### config.mk
export PLATFORM = sky130hd
export DESIGN_NAME = pkt_switch_4port
export DESIGN_NICKNAME = d
export VERILOG_FILES = /design/src/rtl/pkt_switch_4port.sv
export SDC_FILE = /design/constraint.sdc
export NUM_CORES = 1
export LEC_CHECK = 0
export CAP_MARGIN = 20
export CELL_PAD_IN_SITES_DETAIL_PLACEMENT = 0
export CELL_PAD_IN_SITES_GLOBAL_PLACEMENT = 2
export CORE_AREA = 10 10 322 324
export CTS_CLUSTER_DIAMETER = 200
export DETAILED_ROUTE_END_ITERATION = 10
export DIE_AREA = 0 0 332 334
export PLACE_DENSITY = 0.53
export SLEW_MARGIN = 20
export SYNTH_ARGS = -nofsm -noshare
export SYNTH_HDL_FRONTEND = slang
export SYNTH_SLANG_ARGS = --single-unit
### constraint.sdc
create_clock -name clk -period 6.8 [get_ports clk]
set_clock_uncertainty 0.2 [all_clocks]
set_input_delay 1.36 -clock clk [delete_from_list [all_inputs] [get_ports clk]]
set_output_delay 1.36 -clock clk [all_outputs]
set_load 0.01 [all_outputs]
### src/rtl/pkt_switch_4port.sv
`default_nettype none
// ============================================================================
// Module   : pkt_switch_4port
// Purpose  : 4x4 packet switch, 8-deep input FIFOs, per-output round-robin
//            arbitration with multicast copy-out from each FIFO head.
// Revision : 1.0  initial release
// ============================================================================
module pkt_switch_4port #(
  parameter int DATA_W     = 8,
  parameter int FIFO_DEPTH = 8,
  parameter int CNT_W      = 4
) (
  input  logic                   clk,
  input  logic                   rst,
  input  logic [3:0]             valid_in,
  input  logic [3:0][1:0]        source_in,
  input  logic [3:0][3:0]        target_in,
  input  logic [3:0][DATA_W-1:0] data_in,
  output logic [3:0]             valid_out,
  output logic [3:0][1:0]        source_out,
  output logic [3:0][3:0]        target_out,
  output logic [3:0][DATA_W-1:0] data_out,
  output logic [3:0]             fifo_full,
  output logic [3:0]             fifo_empty,
  output logic [3:0][CNT_W-1:0]  fifo_count
);

  localparam int AW    = $clog2(FIFO_DEPTH);
  localparam int ENT_W = DATA_W + 6;

  // Entry layout: {source[1:0], target[3:0], data}
  logic [ENT_W-1:0] mem     [4][FIFO_DEPTH];
  logic [AW-1:0]    wr_ptr  [4];
  logic [AW-1:0]    rd_ptr  [4];
  logic [CNT_W-1:0] count   [4];
  logic [3:0]       served  [4];
  logic [1:0]       rr_ptr  [4];

  logic [ENT_W-1:0] head    [4];
  logic [3:0]       head_tgt[4];
  logic [3:0]       pending [4];
  logic [3:0]       gnt_in  [4];
  logic [1:0]       gnt_idx [4];
  logic [3:0]       gnt_valid;
  logic [3:0]       push;
  logic [3:0]       pop;
  logic [1:0]       cand;

  always_comb begin
    for (int p = 0; p < 4; p++) begin
      fifo_count[p] = count[p];
      fifo_empty[p] = (count[p] == '0);
      fifo_full[p]  = (count[p] == CNT_W'(FIFO_DEPTH));
      head[p]       = mem[p][rd_ptr[p]];
      head_tgt[p]   = head[p][DATA_W +: 4];
      pending[p]    = fifo_empty[p] ? 4'b0 : (head_tgt[p] & ~served[p]);
      push[p]       = valid_in[p] && !fifo_full[p] && (target_in[p] != 4'b0);
    end
  end

  // Per-output round-robin search beginning at rr_ptr
  always_comb begin
    gnt_valid = '0;
    cand      = '0;
    for (int o = 0; o < 4; o++) gnt_idx[o] = '0;
    for (int p = 0; p < 4; p++) gnt_in[p] = '0;
    for (int o = 0; o < 4; o++) begin
      for (int k = 0; k < 4; k++) begin
        cand = rr_ptr[o] + 2'(k);
        if (!gnt_valid[o] && pending[cand][o]) begin
          gnt_valid[o]    = 1'b1;
          gnt_idx[o]      = cand;
          gnt_in[cand][o] = 1'b1;
        end
      end
    end
  end

  // A head retires on the edge its last outstanding copy is granted
  always_comb begin
    for (int p = 0; p < 4; p++) begin
      pop[p] = !fifo_empty[p] &&
               (((served[p] | gnt_in[p]) & head_tgt[p]) == head_tgt[p]);
    end
  end

  always_ff @(posedge clk) begin
    for (int p = 0; p < 4; p++) begin
      if (push[p]) mem[p][wr_ptr[p]] <= {source_in[p], target_in[p], data_in[p]};
    end
  end

  always_ff @(posedge clk or posedge rst) begin
    if (rst) begin
      for (int p = 0; p < 4; p++) begin
        wr_ptr[p] <= '0;
        rd_ptr[p] <= '0;
        count[p]  <= '0;
        served[p] <= '0;
      end
    end else begin
      for (int p = 0; p < 4; p++) begin
        if (push[p]) wr_ptr[p] <= wr_ptr[p] + 1'b1;
        if (pop[p])  rd_ptr[p] <= rd_ptr[p] + 1'b1;
        served[p] <= pop[p] ? 4'b0 : (served[p] | gnt_in[p]);
        case ({push[p], pop[p]})
          2'b10:   count[p] <= count[p] + 1'b1;
          2'b01:   count[p] <= count[p] - 1'b1;
          default: count[p] <= count[p];
        endcase
      end
    end
  end

  always_ff @(posedge clk or posedge rst) begin
    if (rst) begin
      valid_out  <= '0;
      source_out <= '0;
      target_out <= '0;
      data_out   <= '0;
      for (int o = 0; o < 4; o++) rr_ptr[o] <= '0;
    end else begin
      valid_out <= gnt_valid;
      for (int o = 0; o < 4; o++) begin
        if (gnt_valid[o]) begin
          rr_ptr[o] <= gnt_idx[o] + 2'd1;
          {source_out[o], target_out[o], data_out[o]} <= head[gnt_idx[o]];
        end
      end
    end
  end

endmodule
`default_nettype wire

==> impl_metrics.ini <==
[placed_design]
routabilityCongestion = 0.835
dpl.hpwl_um = 58600
port_buffers = 145

[logic_synthesis]
synth_commonest_cells = edfxtp_1, mux2i_1, dfrtp_1
synth_edf_count = 448
synth_fp_nets = 1908
synth_largest_area_cell = edfxtp_1
synth_seq_cells = 572
synthDistinctLibCells = 88
async_flop_share_pct = 21.7
synth_area_um2 = 26900
yosys_warnings = 0
synth_seq_area_share_pct = 61.5
synth_area_leaders = edfxtp_1, dfrtp_1, mux4_2, mux2i_1, mux2_2
synth_top_area_share_pct = 50.0
yosysMostFrequentCell = edfxtp_1
syn-instance-count = 1806
synth.avg_cell_area_um2 = 14.9
synth_ff_type = edfxtp_1

[detailed_routing]
vias = 16356
route.detailed.drc = 0
drt-total-wl_um = 83400
wl_per_cell_um = 25.2
drt_iter0_markers = 1231
postRouteAntennaNets = 0
viasPerCell = 4.94
dr.pass1.iters = 5

[sta]
finalSetupViolations = 0
tightest_slew_ns = 1.09
finalCritPeriodShare_pct = 82.2
maxSlewHeadroom_pct = 27.0
clock.fmax_ghz = 0.179
rsz0062_at_grt = no
fin_setup_tns_ns = 0
drv_slew = 0
hold_viol = 0
whs_ns = 0.267
layout_min_cycle_time_ns = 5.59

[cells_and_area]
area_growth_pct = 19.7
multiInputGateArea_um2 = 9920
drive_above_1_share_pct = 19.9
nNetsFinal = 2073
fin_util_pct = 33.0
fill_cells = 9533
regArea_um2 = 16600

[global_routing]
grt.overflow.total = 0
grt_use_total_pct = 14.7
grt_pass1_wl_um = 122000
grt_pass1_vias = 17123
grt_max_degree = 82
antenna_found_initial = 3

[worst_hold_path]
hold_path_end = target_out[10]
whs_path_depth = 1
min_path_type = flop to flop
hp-start = target_out[10]

[clocking]
ctsHoldBuffers = 0
numCtsBuffers = 69
path_clk_slew_ns = 0.06
h-tree-depth = 3
cts_resized = 0
clock_path_buffers = 3
cts_tree = yes
cts.sinks = 572
cts_root_buf = clkbuf_16
post-cts-setup-buffers = 0
insertion_delay_ns = 0.61

[setup_path]
worst-setup-path-type = flop to flop
rr_endpoint = fifo_count[15]
cp-start-kind = flop
required_ns = 7.07
r2r-start = rd_ptr[0]
critPathCaptureType = flop
reg2reg_setup_slack_ns = 1.21
cp_max_fo = 22
crit_arrival_ns = 5.87
worstRegToRegCells = 16

[floorplanning]
fp.dieW_um = 332
die_h_um = 334
boundaryPins = 146
start_util_pct = 27.6
coreArea_um2 = 97600
rows = 115
dieArea_um2 = 111000

[job]
drv_cap = 0

[status]
status = finished, final reports clean
layout by cell type, fill, tap and decap left out, types with 10 or more instances in the layout:
cell type,netlist,layout
nor3_4,2,10
or2_2,12,12
nor2_1,104,80
o21ai_0,36,36
clkbuf_16,0,70
inv_1,49,48
clkinv_1,4,12
buf_4,2,35
nand4_1,10,10
clkinv_2,0,10
clkbuf_1,50,19
nand3_1,20,20
nor4_1,16,12
xnor2_1,16,16
edfxtp_1,448,448
dfrtp_1,124,120
mux4_2,110,110
o32ai_1,13,13
o22ai_1,21,21
a2111oi_0,11,11
xor2_1,20,20
mux2i_1,126,125
nand2_1,123,123
clkdlybuf4s50_1,0,145
or3_1,13,13
nor2b_1,12,12
o211ai_1,48,48
nor3_1,33,24
nand2b_1,26,26
mux2_2,68,68
nor2_2,1,25
ha_1,36,36
and2_1,15,15
a21oi_1,60,60
area by class of cell:
class | count | area share (%)
diodes | 1 | 0.00777
clock buffers | 94 | 5.88
multi-input cells | 1095 | 30.8
inverters | 53 | 0.633
repair buffers | 180 | 5.32
well taps | 1287 | 5.00
clock inverters | 30 | 0.909
flip-flops and latches | 572 | 51.4
worst max-delay path, cell delays in order, from the launching register on:
cell and delay (ns):
dfrtp_2 0.70, buf_4 0.51, mux2i_1 0.27, a22o_1 0.28
nor3_1 0.14, mux4_2 0.65, nor4_4 0.53, a211o_1 0.20
o21ai_0 0.14, nor3_4 0.54, ha_1 0.31, ha_1 0.24
a21o_1 0.18, a21oi_1 0.19, xnor2_1 0.14, nor2_1 0.07
xor2_1 0.14
registers in the layout, summed over array words and instances, names as in the netlist:
register and cells:
rr_ptr 8, source_out 8, wr_ptr 12, fifo_count 16
data_out 32, mem 448, served 16, valid_out 4
rd_ptr 12, target_out 16
worst max path at each step:
stage	slack, ns	cells past startpoint	start	end
floorplan	1.94	1	rst	data_out[0]
global placement	1.16	15	rd_ptr[9]	fifo_count[15]
detailed placement	1.14	16	rd_ptr[0]	fifo_count[15]
CTS	1.11	16	rd_ptr[0]	fifo_count[15]
global route	0.80	16	rd_ptr[0]	fifo_count[15]
finish	1.21	16	rd_ptr[0]	fifo_count[15]
logic make-up (layout without fill, tap and decap cells):
| kind of cell | after synthesis | after routing | share of synthesized area (%) |
|---|---|---|---|
| DFF | 572 | 572 | 61.5 |
| and+or+nand+nor | 420 | 420 | 7.93 |
| muxes | 319 | 319 | 17.5 |
| AOI/OAI and AO/OA | 279 | 279 | 7.35 |
| buffers and inverters | 139 | 357 | 2.50 |
| adders and majority gates | 40 | 40 | 1.97 |
| xor gates and xnor gates | 37 | 37 | 1.23 |
| other | 0 | 1 | 0 |
stage by stage:
step	setup slack [ns]	cell area, um^2	instances
floorplan	1.94	26900	1806
global route	0.801	32200	3311
CTS	1.11	32200	3311
detailed placement	1.14	30000	3187
global placement	1.16	30000	3187
finish	1.21	32200	3312
per-layer routing:
layer	global-route usage (%)	vias to the layer above	share of wire, %	routed length, um
met1	19.7	8475	46	38500
li1	-	7457	-	-
met4	3.15	2	1.5	1250
met3	2.57	98	3.9	3260
met2	24.7	324	48	40400
met5	0	-	0.016	13
Power is left out: the tool's default activity adds up to more than one toggle a clock period on the data nets, which glitch-free logic cannot reach.
